### config.mk
export PLATFORM = sky130hd
export DESIGN_NAME = dcm_lock_sequencer_flat
export DESIGN_NICKNAME = d
export VERILOG_FILES = /design/src/rtl/dcm_mgr_pkg.sv /design/src/rtl/dcm_lock_sequencer_if.sv /design/src/rtl/sync_2ff.sv /design/src/rtl/dcm_lock_sequencer.sv /design/src/flat_wrapper.sv
export SDC_FILE = /design/constraint.sdc
export NUM_CORES = 1
export LEC_CHECK = 0
export CORE_MARGIN = 5
export CORE_UTILIZATION = 54
export CTS_BUF_LIST = sky130_fd_sc_hd__clkbuf_2
export CTS_CLUSTER_SIZE = 12
export DETAILED_ROUTE_END_ITERATION = 6
export GPL_ROUTABILITY_DRIVEN = 0
export GPL_TIMING_DRIVEN = 0
export PLACE_DENSITY = 0.83
export SKIP_CTS_REPAIR_TIMING = 1
export SKIP_LAST_GASP = 1
export SYNTH_ARGS = -nofsm -noshare
export SYNTH_HDL_FRONTEND = slang
export SYNTH_SLANG_ARGS = --single-unit
export TNS_END_PERCENT = 10
### constraint.sdc
create_clock -name clk_i -period 2 [get_ports clk_i]
set_input_delay 0.4 -clock clk_i [delete_from_list [all_inputs] [get_ports clk_i]]
set_output_delay 0.4 -clock clk_i [all_outputs]
set_load 0.005 [all_outputs]
### src/rtl/dcm_mgr_pkg.sv
// Shared types and constants for the DCM reset/lock sequencer.
// State encoding, retry counter width and the DCM minimum reset-pulse length live here.
package dcm_mgr_pkg;

    typedef enum logic [2:0] {
        S_DCMRST = 3'd0,
        S_WAIT   = 3'd1,
        S_STABLE = 3'd2,
        S_RUN    = 3'd3,
        S_FAIL   = 3'd4
    } state_e;

    localparam int RETRY_W            = 3;
    localparam int DCM_MIN_RST_CYCLES = 3;

    function automatic int max_int(input int a, input int b);
        return (a > b) ? a : b;
    endfunction

    // The failed-attempt count sticks at all-ones rather than wrapping back to zero.
    function automatic logic [RETRY_W-1:0] sat_inc(input logic [RETRY_W-1:0] v);
        return (v == '1) ? v : v + RETRY_W'(1);
    endfunction

endpackage

### src/rtl/dcm_lock_sequencer_if.sv
// Signals between the lock sequencer and the DCM / downstream reset tree.
// master = the sequencer, slave = the DCM and the logic it resets.
interface dcm_lock_sequencer_if;
    import dcm_mgr_pkg::*;

    logic               locked;
    logic               clkfx_stop;
    logic               dcm_rst;
    logic               sys_rst;
    logic               ready;
    logic               fail;
    logic [RETRY_W-1:0] retries;

    modport master (
        input  locked,
        input  clkfx_stop,
        output dcm_rst,
        output sys_rst,
        output ready,
        output fail,
        output retries
    );

    modport slave (
        output locked,
        output clkfx_stop,
        input  dcm_rst,
        input  sys_rst,
        input  ready,
        input  fail,
        input  retries
    );

endinterface

### src/rtl/sync_2ff.sv
// Two-flop synchronizer for a single asynchronous level into the clk_i domain.
// Resets to 0 so an unknown LOCKED never looks like a lock.
module sync_2ff (
    input  logic clk_i,
    input  logic rst_i,
    input  logic d_i,
    output logic q_o
);

    logic meta_q;
    logic sync_q;

    // NOTE: non-blocking assignments make both flops sample the old values, so the
    // chain really is two stages deep; blocking here would collapse it to one flop.
    always_ff @(posedge clk_i) begin
        if (rst_i) begin
            meta_q <= 1'b0;
            sync_q <= 1'b0;
        end else begin
            meta_q <= d_i;
            sync_q <= meta_q;
        end
    end

    assign q_o = sync_q;

endmodule

### src/rtl/dcm_lock_sequencer.sv
// Reset/lock sequencer for a DCM: pulses DCM_RST, waits for a stable lock, releases SYS_RST.
// Define STATUS_MON_EN to also treat CLKFX_STOP as lock loss in S_STABLE and S_RUN.
module dcm_lock_sequencer
    import dcm_mgr_pkg::*;
#(
    parameter int RST_PULSE     = 4,
    parameter int LOCK_TIMEOUT  = 100000,
    parameter int STABLE_CYCLES = 1024,
    parameter int MAX_RETRIES   = 7
) (
    input  logic                 clk_i,
    input  logic                 rst_i,
    dcm_lock_sequencer_if.master dcm_if
);

    localparam int CNT_MAX = max_int(LOCK_TIMEOUT, STABLE_CYCLES);
    localparam int CNT_W   = $clog2(CNT_MAX + 1);

    localparam logic [CNT_W-1:0]   RST_LAST     = CNT_W'(RST_PULSE - 1);
    localparam logic [CNT_W-1:0]   TIMEOUT_LAST = CNT_W'(LOCK_TIMEOUT - 1);
    localparam logic [CNT_W-1:0]   STABLE_LAST  = CNT_W'(STABLE_CYCLES - 1);
    localparam logic [RETRY_W-1:0] RETRY_LIMIT  = RETRY_W'(MAX_RETRIES);

    if (RST_PULSE < DCM_MIN_RST_CYCLES) begin : g_bad_rst_pulse
        $error("RST_PULSE must be at least %0d cycles", DCM_MIN_RST_CYCLES);
    end
    if (RST_PULSE > CNT_MAX) begin : g_bad_rst_range
        $error("RST_PULSE must not exceed max(LOCK_TIMEOUT, STABLE_CYCLES)");
    end
    if (LOCK_TIMEOUT < 1 || STABLE_CYCLES < 1) begin : g_bad_counts
        $error("LOCK_TIMEOUT and STABLE_CYCLES must be at least 1");
    end
    if (MAX_RETRIES < 0 || MAX_RETRIES > (2**RETRY_W) - 1) begin : g_bad_retries
        $error("MAX_RETRIES must be in 0..%0d", (2**RETRY_W) - 1);
    end

    logic lk_s;
    logic lock_lost;

    sync_2ff u_sync_lk (
        .clk_i (clk_i),
        .rst_i (rst_i),
        .d_i   (dcm_if.locked),
        .q_o   (lk_s)
    );

`ifdef STATUS_MON_EN
    logic fs_s;

    sync_2ff u_sync_fs (
        .clk_i (clk_i),
        .rst_i (rst_i),
        .d_i   (dcm_if.clkfx_stop),
        .q_o   (fs_s)
    );

    // A stopped CLKFX means the synthesized clock is gone even if LOCKED still reads 1.
    assign lock_lost = !lk_s || fs_s;
`else
    assign lock_lost = !lk_s;
`endif

    state_e             state_q, state_d;
    logic [CNT_W-1:0]   cnt_q, cnt_d;
    logic [RETRY_W-1:0] retries_q, retries_d;
    logic               retry;
    logic               dcm_rst_q, dcm_rst_d;
    logic               sys_rst_q, sys_rst_d;
    logic               ready_q, ready_d;
    logic               fail_q, fail_d;

    // NOTE: every signal gets a default before the case, so no path leaves one
    // unassigned and no latch is inferred.
    always_comb begin
        state_d   = state_q;
        cnt_d     = cnt_q;
        retries_d = retries_q;
        retry     = 1'b0;

        case (state_q)
            S_DCMRST: begin
                if (cnt_q == RST_LAST) state_d = S_WAIT;
                else                   cnt_d   = cnt_q + CNT_W'(1);
            end
            S_WAIT: begin
                // Lock is checked first so a lock arriving on the timeout cycle wins.
                if (lk_s)                      state_d = S_STABLE;
                else if (cnt_q == TIMEOUT_LAST) retry  = 1'b1;
                else                           cnt_d   = cnt_q + CNT_W'(1);
            end
            S_STABLE: begin
                if (lock_lost)                 retry   = 1'b1;
                else if (cnt_q == STABLE_LAST) state_d = S_RUN;
                else                           cnt_d   = cnt_q + CNT_W'(1);
            end
            S_RUN: begin
                if (lock_lost) retry = 1'b1;
            end
            S_FAIL: begin
                state_d = S_FAIL;
            end
            default: begin
                state_d = S_DCMRST;
            end
        endcase

        if (retry) begin
            retries_d = sat_inc(retries_q);
            state_d   = (MAX_RETRIES != 0 && retries_d == RETRY_LIMIT) ? S_FAIL : S_DCMRST;
        end

        if (state_d != state_q) cnt_d = '0;

        // Outputs decode the next state so they flip on the same edge as the transition.
        dcm_rst_d = (state_d == S_DCMRST) || (state_d == S_FAIL);
        sys_rst_d = (state_d != S_RUN);
        ready_d   = (state_d == S_RUN);
        fail_d    = (state_d == S_FAIL);
    end

    always_ff @(posedge clk_i) begin
        if (rst_i) begin
            state_q   <= S_DCMRST;
            cnt_q     <= '0;
            retries_q <= '0;
            dcm_rst_q <= 1'b1;
            sys_rst_q <= 1'b1;
            ready_q   <= 1'b0;
            fail_q    <= 1'b0;
        end else begin
            state_q   <= state_d;
            cnt_q     <= cnt_d;
            retries_q <= retries_d;
            dcm_rst_q <= dcm_rst_d;
            sys_rst_q <= sys_rst_d;
            ready_q   <= ready_d;
            fail_q    <= fail_d;
        end
    end

    assign dcm_if.dcm_rst = dcm_rst_q;
    assign dcm_if.sys_rst = sys_rst_q;
    assign dcm_if.ready   = ready_q;
    assign dcm_if.fail    = fail_q;
    assign dcm_if.retries = retries_q;

endmodule

### src/flat_wrapper.sv
// flat-port wrapper written by rule: the top's interface ports become plain ports
module dcm_lock_sequencer_flat import dcm_mgr_pkg::*;
#(
    parameter int RST_PULSE     = 4,
    parameter int LOCK_TIMEOUT  = 100000,
    parameter int STABLE_CYCLES = 1024,
    parameter int MAX_RETRIES   = 7
)
  (clk_i, rst_i, dcm_if_locked, dcm_if_clkfx_stop, dcm_if_dcm_rst, dcm_if_sys_rst, dcm_if_ready, dcm_if_fail, dcm_if_retries);
  dcm_lock_sequencer_if dcm_if_i ();
  input  logic clk_i;
  input  logic rst_i;
  input wire logic [$bits(dcm_if_i.locked)-1:0] dcm_if_locked;
  input wire logic [$bits(dcm_if_i.clkfx_stop)-1:0] dcm_if_clkfx_stop;
  output wire logic [$bits(dcm_if_i.dcm_rst)-1:0] dcm_if_dcm_rst;
  output wire logic [$bits(dcm_if_i.sys_rst)-1:0] dcm_if_sys_rst;
  output wire logic [$bits(dcm_if_i.ready)-1:0] dcm_if_ready;
  output wire logic [$bits(dcm_if_i.fail)-1:0] dcm_if_fail;
  output wire logic [$bits(dcm_if_i.retries)-1:0] dcm_if_retries;
  assign dcm_if_i.locked = dcm_if_locked;
  assign dcm_if_i.clkfx_stop = dcm_if_clkfx_stop;
  assign dcm_if_dcm_rst = dcm_if_i.dcm_rst;
  assign dcm_if_sys_rst = dcm_if_i.sys_rst;
  assign dcm_if_ready = dcm_if_i.ready;
  assign dcm_if_fail = dcm_if_i.fail;
  assign dcm_if_retries = dcm_if_i.retries;
  dcm_lock_sequencer #(.RST_PULSE(RST_PULSE), .LOCK_TIMEOUT(LOCK_TIMEOUT), .STABLE_CYCLES(STABLE_CYCLES), .MAX_RETRIES(MAX_RETRIES)) u_core (.clk_i(clk_i), .rst_i(rst_i), .dcm_if(dcm_if_i));
endmodule
* Word level (Yosys, flattened, before mapping) *
Cells that the tools add are included.

word-level totals
  logic and storage cells = 54
  bits of input ports = 4
  output and inout bits = 7
  flip-flop bits (word level) = 29

operators by class
  eq/ne operators = 18
  reductions and logical operators = 7
  muxes and demuxes = 18
  add/sub/neg operators = 2

operator list
  cell                                                                      number
  17-bit 2-to-1 mux                                                         5
  17-bit one-hot mux with 3 select lines                                    1
  3-bit 2-to-1 mux                                                          7
  17-bit by 1-bit adder with 17-bit output (second input constant)          1
  17-bit by 10-bit == test with 1-bit output (second input constant)        1
  17-bit == test (second input constant)                                    1
  17-bit by 2-bit == test with 1-bit output (second input constant)         1
  3-bit one-hot mux with 5 select lines                                     1
  3-bit == test (second input constant)                                     4
  2-bit inequality test (second input constant)                             5
  3-bit by 2-bit == test with 1-bit output (second input constant)          3
  3-bit zero test                                                           2
  6-bit AND reduction                                                       1
  2-bit OR reduction                                                        2
  3-bit by 1-bit adder with 3-bit output (second input constant)            1
  3-bit by 1-bit == test with 1-bit output (second input constant)          1
  1-bit 2-to-1 mux                                                          3
  3-bit by 2-bit inequality test with 1-bit output (second input constant)  1
  3-bit inequality test                                                     1
  3-bit nonzero test                                                        1
  1-bit one-hot mux with 2 select lines                                     1
  1-bit logical OR                                                          1

* Depth between registers and ports, before layout *
  word-level depth = 7
  depth in mapped cells = 8
  gate-level depth less buffers = 7

* Cells and area by module *
Synthesis repeated with hierarchy kept, for this count alone.

second synthesis, totals
  cells, all modules = 158
  area, all modules = 1415.1 sq um

by module, submodules not included
  module              area an instance (sq um)  cells each  times used  seq. area each (sq um)
  dcm_lock_sequencer  1362.6                    154         1           540.5
  sync_2ff            52.6                      4           1           40.0

* Least setup slack after synthesis *
Ideal clock, no wire load.

  path kind = reg2reg
  start = register u_core.cnt_q[0]
  end = register u_core.cnt_q[8]
  period minus slack after synthesis = 2133 ps
  arrival time = 2018 ps
  path buffers = 1
  path slack = -133 ps
  required time = 1885 ps
  library setup time = 115 ps
  stages on the path, launching flop included = 9
  path through = dfxtp_1 -> ha_1 -> nand4_4 -> or3_4 -> o22ai_4 -> a2bb2oi_2 -> mux2i_2 -> buf_6 -> nor2_1

on the way
  cells in the longest elaborated chain, start to end = 7
  elaborated cells on any way between the ends = 24
  classes of those cells = add/sub (1); eq/ne (7); mux (14); reduce/logical (2)

ends and longest elaborated chain
  what                                                                                              line                       RTL
  start, declared                                                                                   dcm_lock_sequencer.sv:64   logic [CNT_W-1:0] cnt_q, cnt_d;
  start signal, assigned                                                                            dcm_lock_sequencer.sv:132  cnt_q <= cnt_d;
  parallel branches: the longest is 7 deep, another holds 17-bit by 1-bit adder with 17-bit output  n/a

Several ways; the timed one is not identified. The select of a mux whose other input is x is not followed.
A chain may end at the register's enable or synchronous reset.

* Worst setup path after layout *
  start = register u_core.cnt_q[1]
  end = register u_core.cnt_q[6]

Same word-level chain as after synthesis.

==> flow_summary.html <==
<table>
<tr><th>Metric</th><th>Value</th></tr>
<tr><th colspan="2">Place</th></tr>
<tr><td>Dpl hpwl</td><td>2.16 mm</td></tr>
<tr><td>Placed instance area</td><td>1580 um^2</td></tr>
<tr><td>Port Buffers</td><td>8</td></tr>
<tr><td># placed instances</td><td>around 200</td></tr>
<tr><th colspan="2">Pwr</th></tr>
<tr><td>Switching power as a share of total power</td><td>31.4%</td></tr>
<tr><td>Sequential power share</td><td>between 50% and 60%</td></tr>
<tr><td>Clock network fraction of total power</td><td>between 20% and 30%</td></tr>
<tr><td>Reported net switching power</td><td>roughly 400 uW</td></tr>
<tr><td>Pleak</td><td>0.000607 uW</td></tr>
<tr><td>Internal power summed over all cells</td><td>872 uW</td></tr>
<tr><td>Comb pwr share</td><td>approximately a quarter</td></tr>
<tr><td>Largest vdd supply drop</td><td>approximately 0.90 mV</td></tr>
<tr><td>PD cells</td><td>slightly above 700 nW/um^2</td></tr>
<tr><th colspan="2">Timing</th></tr>
<tr><td>Peak clock frequency supported by timing</td><td>469 MHz</td></tr>
<tr><td>Worst-Margin Slew</td><td>roughly 460 ps</td></tr>
<tr><td>Final setup violation count</td><td>18</td></tr>
<tr><td>Final-layout worst hold slack</td><td>around 300 ps</td></tr>
<tr><td>Share of the cycle needed by the critical path after routing</td><td>107%</td></tr>
<tr><td>RSZ-0062 raised after global routing</td><td>yes</td></tr>
<tr><td>Final critical-path required period</td><td>2130 ps</td></tr>
<tr><td>Final setup margin</td><td>-131 ps</td></tr>
<tr><td>Max-slew violation total from the final report</td><td>0</td></tr>
<tr><td>Relative slew slack</td><td>between 60% and 70%</td></tr>
<tr><td>Clk_skew</td><td>around 15 ps</td></tr>
<tr><td>Count of final hold-check violations</td><td>0</td></tr>
<tr><th colspan="2">Setup path</th></tr>
<tr><td>Worst endpoint data arrival time</td><td>roughly 2400 ps</td></tr>
<tr><td>Critical Path Fanout Max</td><td>5</td></tr>
<tr><td>Worst r2r dst</td><td>u_core.cnt_q[6]$_SDFFE_PP0P_</td></tr>
<tr><td>Slack of the worst reg-to-reg path</td><td>-130 ps</td></tr>
<tr><td>Kind of start point of the critical path</td><td>register</td></tr>
<tr><td>Cell count of the worst reg-to-reg path</td><td>8</td></tr>
<tr><td>CP Cell Sequence</td><td>ha_4, nand4_4, or3_4, o22ai_4, a2bb2oi_4, mux2i_4, buf_6, nor2_1</td></tr>
<tr><td>Worst setup path category</td><td>register to register</td></tr>
<tr><td>Biggest cell delay along the critical path</td><td>approximately 430 ps</td></tr>
<tr><td>Required time of the critical path</td><td>2270 ps</td></tr>
<tr><td>RR Startpoint</td><td>u_core.cnt_q[1]$_SDFFE_PP0P_</td></tr>
<tr><td>Max stage delay cell, worst path</td><td>or3_4</td></tr>
<tr><td>Critical path endpoint category</td><td>register</td></tr>
<tr><th colspan="2">Synth</th></tr>
<tr><td>Most frequently used cell type in the post-synthesis netlist</td><td>dfxtp_1</td></tr>
<tr><td>Most instantiated flip-flop cell in the synthesis netlist</td><td>dfxtp_1</td></tr>
<tr><td>Part of the Yosys area used for sequential elements</td><td>between 40 and 50%</td></tr>
<tr><td>Number of unique standard cell types used by synthesis</td><td>41</td></tr>
<tr><td>Most common library cells after synthesis</td><td>dfxtp_1, nor2_1, xnor2_1</td></tr>
<tr><td>Post-synth top area share</td><td>between 40% and 50%</td></tr>
<tr><td>Post-synth net total</td><td>164</td></tr>
<tr><td>Cells after synthesis</td><td>between 150 and 200</td></tr>
<tr><td>Number of enable-type register cells in the synthesized netlist</td><td>0</td></tr>
<tr><td>Total standard cell area after synthesis</td><td>~1400 um^2</td></tr>
<tr><td>Ys async rst share</td><td>0%</td></tr>
<tr><td>Synth warn</td><td>0</td></tr>
<tr><td>Largest area contributor in the netlist</td><td>dfxtp_1</td></tr>
<tr><td>Dominant cells by area after synthesis</td><td>dfxtp_1, xnor2_1, nor2_1</td></tr>
<tr><td>Syn_area_per_cell</td><td>9.15 um^2</td></tr>
<tr><td>Flop and latch count out of synthesis</td><td>29</td></tr>
<tr><th colspan="2">Final layout</th></tr>
<tr><td>Area of all placed cells without fillers</td><td>approximately 1800 um^2</td></tr>
<tr><td>Proportion of layout cells with a drive suffix above 1</td><td>22.0%</td></tr>
<tr><td>Number of standard cells in the final layout excluding fillers</td><td>roughly 210</td></tr>
<tr><td>Diode count</td><td>0</td></tr>
<tr><td>Area overhead of the layout relative to synthesis</td><td>21.9%</td></tr>
<tr><td>Final net count</td><td>~190</td></tr>
<tr><td>Filler cell count</td><td>between 150 and 200</td></tr>
<tr><th colspan="2">Run status</th></tr>
<tr><td>Violated checks</td><td>negative setup slack</td></tr>
<tr><td>Run status</td><td>finished with violations</td></tr>
<tr><th colspan="2">Worst hold path</th></tr>
<tr><td>Hold Crit Depth</td><td>2</td></tr>
<tr><td>Hold endpoint</td><td>u_core.u_sync_lk.meta_q$_SDFF_PP0_</td></tr>
<tr><td>Worst Hold Launch</td><td>rst_i</td></tr>
<tr><td>Worst min path class</td><td>input pin to register</td></tr>
<tr><th colspan="2">CTS</th></tr>
<tr><td>CTS max path bufs</td><td>2</td></tr>
<tr><td>Master cell of the clock root buffer</td><td>clkbuf_2</td></tr>
<tr><td>Total clock buffers created by CTS</td><td>5</td></tr>
<tr><td>Clock slew at reported path FFs</td><td>around 170 ps</td></tr>
<tr><td>H-tree depth</td><td>2</td></tr>
<tr><td>Insertion delay of the later-clocked pin in the worst-skew pair</td><td>around 370 ps</td></tr>
<tr><td>CTS tree</td><td>yes</td></tr>
<tr><td>Number of clock sinks</td><td>29</td></tr>
<tr><th colspan="2">Floorplan</th></tr>
<tr><td>Core Area</td><td>about 2500 um^2</td></tr>
<tr><td>Number of top-level pins</td><td>11</td></tr>
<tr><td>Die Width</td><td>between 60 and 70 um</td></tr>
<tr><td>Die area</td><td>3810 um^2</td></tr>
<tr><td>Total number of placement rows</td><td>18</td></tr>
<tr><td>Effective utilization at floorplan</td><td>a little under three fifths</td></tr>
<tr><td>Overall die height</td><td>61.7 um</td></tr>
<tr><th colspan="2">Global route</th></tr>
<tr><td>Initial antenna violation count</td><td>0</td></tr>
<tr><td>Global-route wire length before repair</td><td>between 4 and 5 mm</td></tr>
<tr><td>Maximum number of pins on one net before global-route repair</td><td>12</td></tr>
<tr><td>Total routing resource utilization after global routing</td><td>between 10% and 20%</td></tr>
<tr><td>Overall overflow remaining after global route</td><td>0</td></tr>
<tr><td>Number of global-route vias before repair</td><td>about 1100</td></tr>
<tr><th colspan="2">Routing</th></tr>
<tr><td>Via density</td><td>about 6</td></tr>
<tr><td>Number of iterations in the first detailed-routing pass</td><td>4</td></tr>
<tr><td>Total number of vias</td><td>1265</td></tr>
<tr><td>Remaining number of nets flagged by the antenna check after routing</td><td>0</td></tr>
<tr><td>Detailed Route Iter0 Violations</td><td>69</td></tr>
<tr><td>Total length of routed wires</td><td>a little over 3 mm</td></tr>
<tr><td>Residual DRC count</td><td>0</td></tr>
<tr><td>Average detailed-routed wire length per instance</td><td>between 10 and 15 um</td></tr>
<tr><th colspan="2">Job</th></tr>
<tr><td>Number of maximum-capacitance constraint violations</td><td>0</td></tr>
</table>
-- cell families after synthesis --
logic type | share of synthesized area [%]
AOI/OAI and AO/OA | 11.3
xor gates and xnor gates | 9.09
adders and majority gates | 1.73
buffers and inverters | 3.20
DFF | 40.2
muxes | 2.34
and+or+nand+nor | 32.2
-- routing by layer --
layer	global-route usage, %	vias to the layer above	share of wire (%)
met5	0	-	0
met4	6.36	0	0.99
met3	4.96	5	4.3
met2	29.1	30	50
met1	21.8	611	44
li1	-	619	-
-- critical path, delay by kind of cell (launching register included) --
family                   cells  cell delay [ps]
multiplexers                 1              340
buffers and inverters        1              160
AND/OR/NAND/NOR              3              560
AO/OA/AOI/OAI                2              390
flip-flops                   1              410
adder cells (fa/ha/maj)      1              160
-- per-stage QoR --
step                setup TNS [ps]  setup WS [ps]  power [uW]  utilization (%)
floorplan                        0           29.6         852                -
CTS                          -5240           -395        1210             64.4
global placement             -3550           -289         893             62.5
global route                 -3480           -216        1360             69.8
detailed placement           -4730           -366         903             62.5
finish                       -1800           -131        1270             69.8
-- how the worst max path moves through the flow --
stage                                  startpoint                           end  cells past startpoint
global placement    u_core.cnt_q[11]$_SDFFE_PP0P_  u_core.cnt_q[1]$_SDFFE_PP0P_                      7
global route        u_core.cnt_q[10]$_SDFFE_PP0P_  u_core.cnt_q[9]$_SDFFE_PP0P_                      6
finish               u_core.cnt_q[1]$_SDFFE_PP0P_  u_core.cnt_q[6]$_SDFFE_PP0P_                      8
floorplan            u_core.cnt_q[1]$_SDFFE_PP0P_  u_core.cnt_q[1]$_SDFFE_PP0P_                      8
detailed placement  u_core.cnt_q[11]$_SDFFE_PP0P_  u_core.cnt_q[8]$_SDFFE_PP0P_                      7
CTS                 u_core.cnt_q[11]$_SDFFE_PP0P_  u_core.cnt_q[8]$_SDFFE_PP0P_                      7
-- flip-flops by register name, summed over array words and instances, names as in the netlist, named ones only --
register,flops
u_core.dcm_if.fail,1
u_core.dcm_if.retries,2
u_core.dcm_if.sys_rst,1
u_core.state_q,3
u_core.dcm_if.dcm_rst,1
u_core.u_sync_lk.q_o,1
u_core.u_sync_lk.meta_q,1
u_core.dcm_if.ready,1
u_core.cnt_q,17
-- layout by cell type, fill, tap and decap left out, types with 2 or more instances in the layout --
cell	instances
dfxtp_4	2
buf_4	7
nor2_1	25
nand4_1	3
inv_1	3
nor4_4	2
nand3_1	5
clkbuf_2	7
buf_2	2
nor4b_1	5
dfxtp_1	27
nor2b_1	3
nand4b_1	2
a21oi_1	6
mux2i_1	2
and3_1	2
nor3_1	11
nand2_1	7
buf_6	2
or2_2	2
clkdlybuf4s50_1	8
xnor2_1	14
clkinvlp_4	3
nor4_1	4
o31ai_1	2
or4_1	3
-- power by group through the flow --
stage | combinational, uW | sequential, uW | clock (uW)
global placement | 228 | 665 | 0
finish | 304 | 662 | 305
global route | 331 | 672 | 353
CTS | 237 | 655 | 315
floorplan | 190 | 662 | 0
detailed placement | 235 | 668 | 0
-- final cells by class --
cell class / instances / area (um^2) / area share, %
buffer: 6 / 38.8 / 2.20
clock buffer: 5 / 25.0 / 1.42
clock inverter: 3 / 22.5 / 1.28
inverter: 3 / 11.3 / 0.639
multi-input combinational: 120 / 895 / 50.8
sequential: 29 / 588 / 33.4
tap: 30 / 37.5 / 2.13
timing repair buffer: 16 / 144 / 8.17
Power figures use the tool's default switching activity.
==> patch: new RTL, same flow settings <==
Build with the macro `STATUS_MON_EN` defined.
--- a/src/rtl/dcm_lock_sequencer.sv
+++ b/src/rtl/dcm_lock_sequencer.sv
@@ -2,2 +2,4 @@
 // Define STATUS_MON_EN to also treat CLKFX_STOP as lock loss in S_STABLE and S_RUN.
+`define STATUS_MON_EN
+
 module dcm_lock_sequencer
Check against the original RTL: not equivalent (a bounded check fails within 10 cycles, from zero or initial values and one cycle with rst_i high).
==> patch against the original RTL <==
Worst setup slack better by 0.18 ns. Global-route usage up 0.95 points. Power grew 21%. Die area is 11% higher. Sequential power up 4.5%. Clock skew grew 0.0058 ns. Area after synthesis up 13%. Cell area grew 14%. Routed wire length up 24%. Clock power grew 85%. Sequential cell count increased by 2. Critical path type unchanged. Largest cell class unchanged. Largest power group unchanged.
==> patch: results (changes against the original RTL) <==
| Metric | Value |
|---|---|
| Outcome | `completed` |
| Average size of a mapped cell | `8.94 um^2 (-2.2%)` |
| # setup viols final | `0 (-18)` |
| Critical Path AT | `2.25 ns (-0.15 ns)` |
| Reg2reg setup slack | `0.05 ns (+0.18 ns)` |
| Buffering overhead | `0.0975 (-0.00618)` |
| Critical register-to-register path startpoint | `u_core.cnt_q[9]` |
| Crit Path Max Fanout | `10 (+5)` |
| Seq_cells | `31 (+6.9%)` |
| Buffers outside the clock class | `23 (+4.5%)` |
| Fillers | `241 (+23%)` |
| Worst Hold Path EP | `u_core.u_sync_fs.q_o` |
| Final WL | `3870 um (+24%)` |
| Register area share after synthesis | `0.379 (-0.0225)` |
| Peak supply drop | `0.000520 V (-42%)` |
| Worst path max stage delay | `0.49 ns (+0.06 ns)` |
| Vias in the first global route | `1408 (+25%)` |
| Total number of vias | `1525 (+21%)` |
| H-tree Lvls | `2 (unchanged)` |
| Post-synthesis compound-gate area fraction | `0.230 (+0.118)` |
| Inst Count DP | `226 (+15%)` |
| Register Area | `631 um^2 (+7.2%)` |
| Final Critical Period | `1.95 ns (-0.177 ns)` |
| Fin nets | `211 (+13%)` |
| TritonRoute pass-1 iters | `4 (unchanged)` |
| Post-synthesis mux area share | `0 (-0.0234)` |
| Met1 GRT Util | `0.230 (+0.0123)` |
| Vias per inst | `6.38 (+6.9%)` |
| Area after DPL | `0.00178 mm^2 (+13%)` |
| Power Density | `761 mW/mm^2 (+5.5%)` |
| Min Hold Slack | `0.464 ns (+0.164 ns)` |
| Critical-path top delay cell | `dfxtp_1` |
| RR Endpoint | `u_core.cnt_q[14]` |
| Synth area leaders | `dfxtp_1, a21oi_1, a22oi_1` |
| Worst reg2reg path depth | `7 (-1)` |
| Global routing usage on met3 | `0.0503 (+0.000673)` |
| N_diodes | `0 (unchanged)` |
| DR iter-0 viols | `67 (-2.9%)` |
| LEAKAGE | `0.000689 uW (+13%)` |
| Final core area utilization | `0.676 (-0.0219)` |
| Worst clock skew | `0.0205 ns (+0.00578 ns)` |
| Overall fraction of global-route tracks in use | `0.185 (+0.00950)` |
| Invs w/o clock | `4 (+1)` |
| Pre-CTS setup slack | `-0.131 ns (+0.234 ns)` |
| Adder-Cell Fraction of Synth Area | `0.0153 (-0.00203)` |
| DP Wirelength | `2590 um (+20%)` |
| Max-slew headroom | `0.636 (-0.0548)` |
| Clock buf/inv share | `0.0447 (+0.0177)` |
| Pin count of the biggest net entering global routing | `11 (-1)` |
| Input/output buffers | `10 (+2)` |
| Multi-input gate area | `0.00104 mm^2 (+16%)` |
| Global-route wire length before repair | `6170 um (+24%)` |
-- patch: cells by family after synthesis --
logic type,Yosys count
flops,31
compound gates,52
simple gates,77
xor+xnor,9
buf+inv,12
fa+ha+maj,2
-- patch: where the power goes --
group          total (uW)  internal [uW]  switching [uW]
Combinational         277            133             144
Clock                 564            343             221
Sequential            692            658            34.7
Total                1530           1130             399
-- patch: worst max-delay path by stage --
stage | start | depth (start not counted) | to
floorplan | u_core.cnt_q[0] | 6 | u_core.dcm_if.retries[0]
global placement | u_core.cnt_q[0] | 8 | u_core.cnt_q[7]
detailed placement | u_core.cnt_q[1] | 7 | u_core.cnt_q[1]
CTS | u_core.cnt_q[1] | 8 | u_core.cnt_q[7]
global route | u_core.state_q[0] | 5 | u_core.dcm_if.retries[0]
finish | u_core.cnt_q[9] | 7 | u_core.cnt_q[14]
-- patch: metal layers --
metal  vias up  part of all wire
met3         9             0.061
li1        742                 -
met4         0             0.015
met2        60              0.50
met5         -                 0
met1       714              0.42
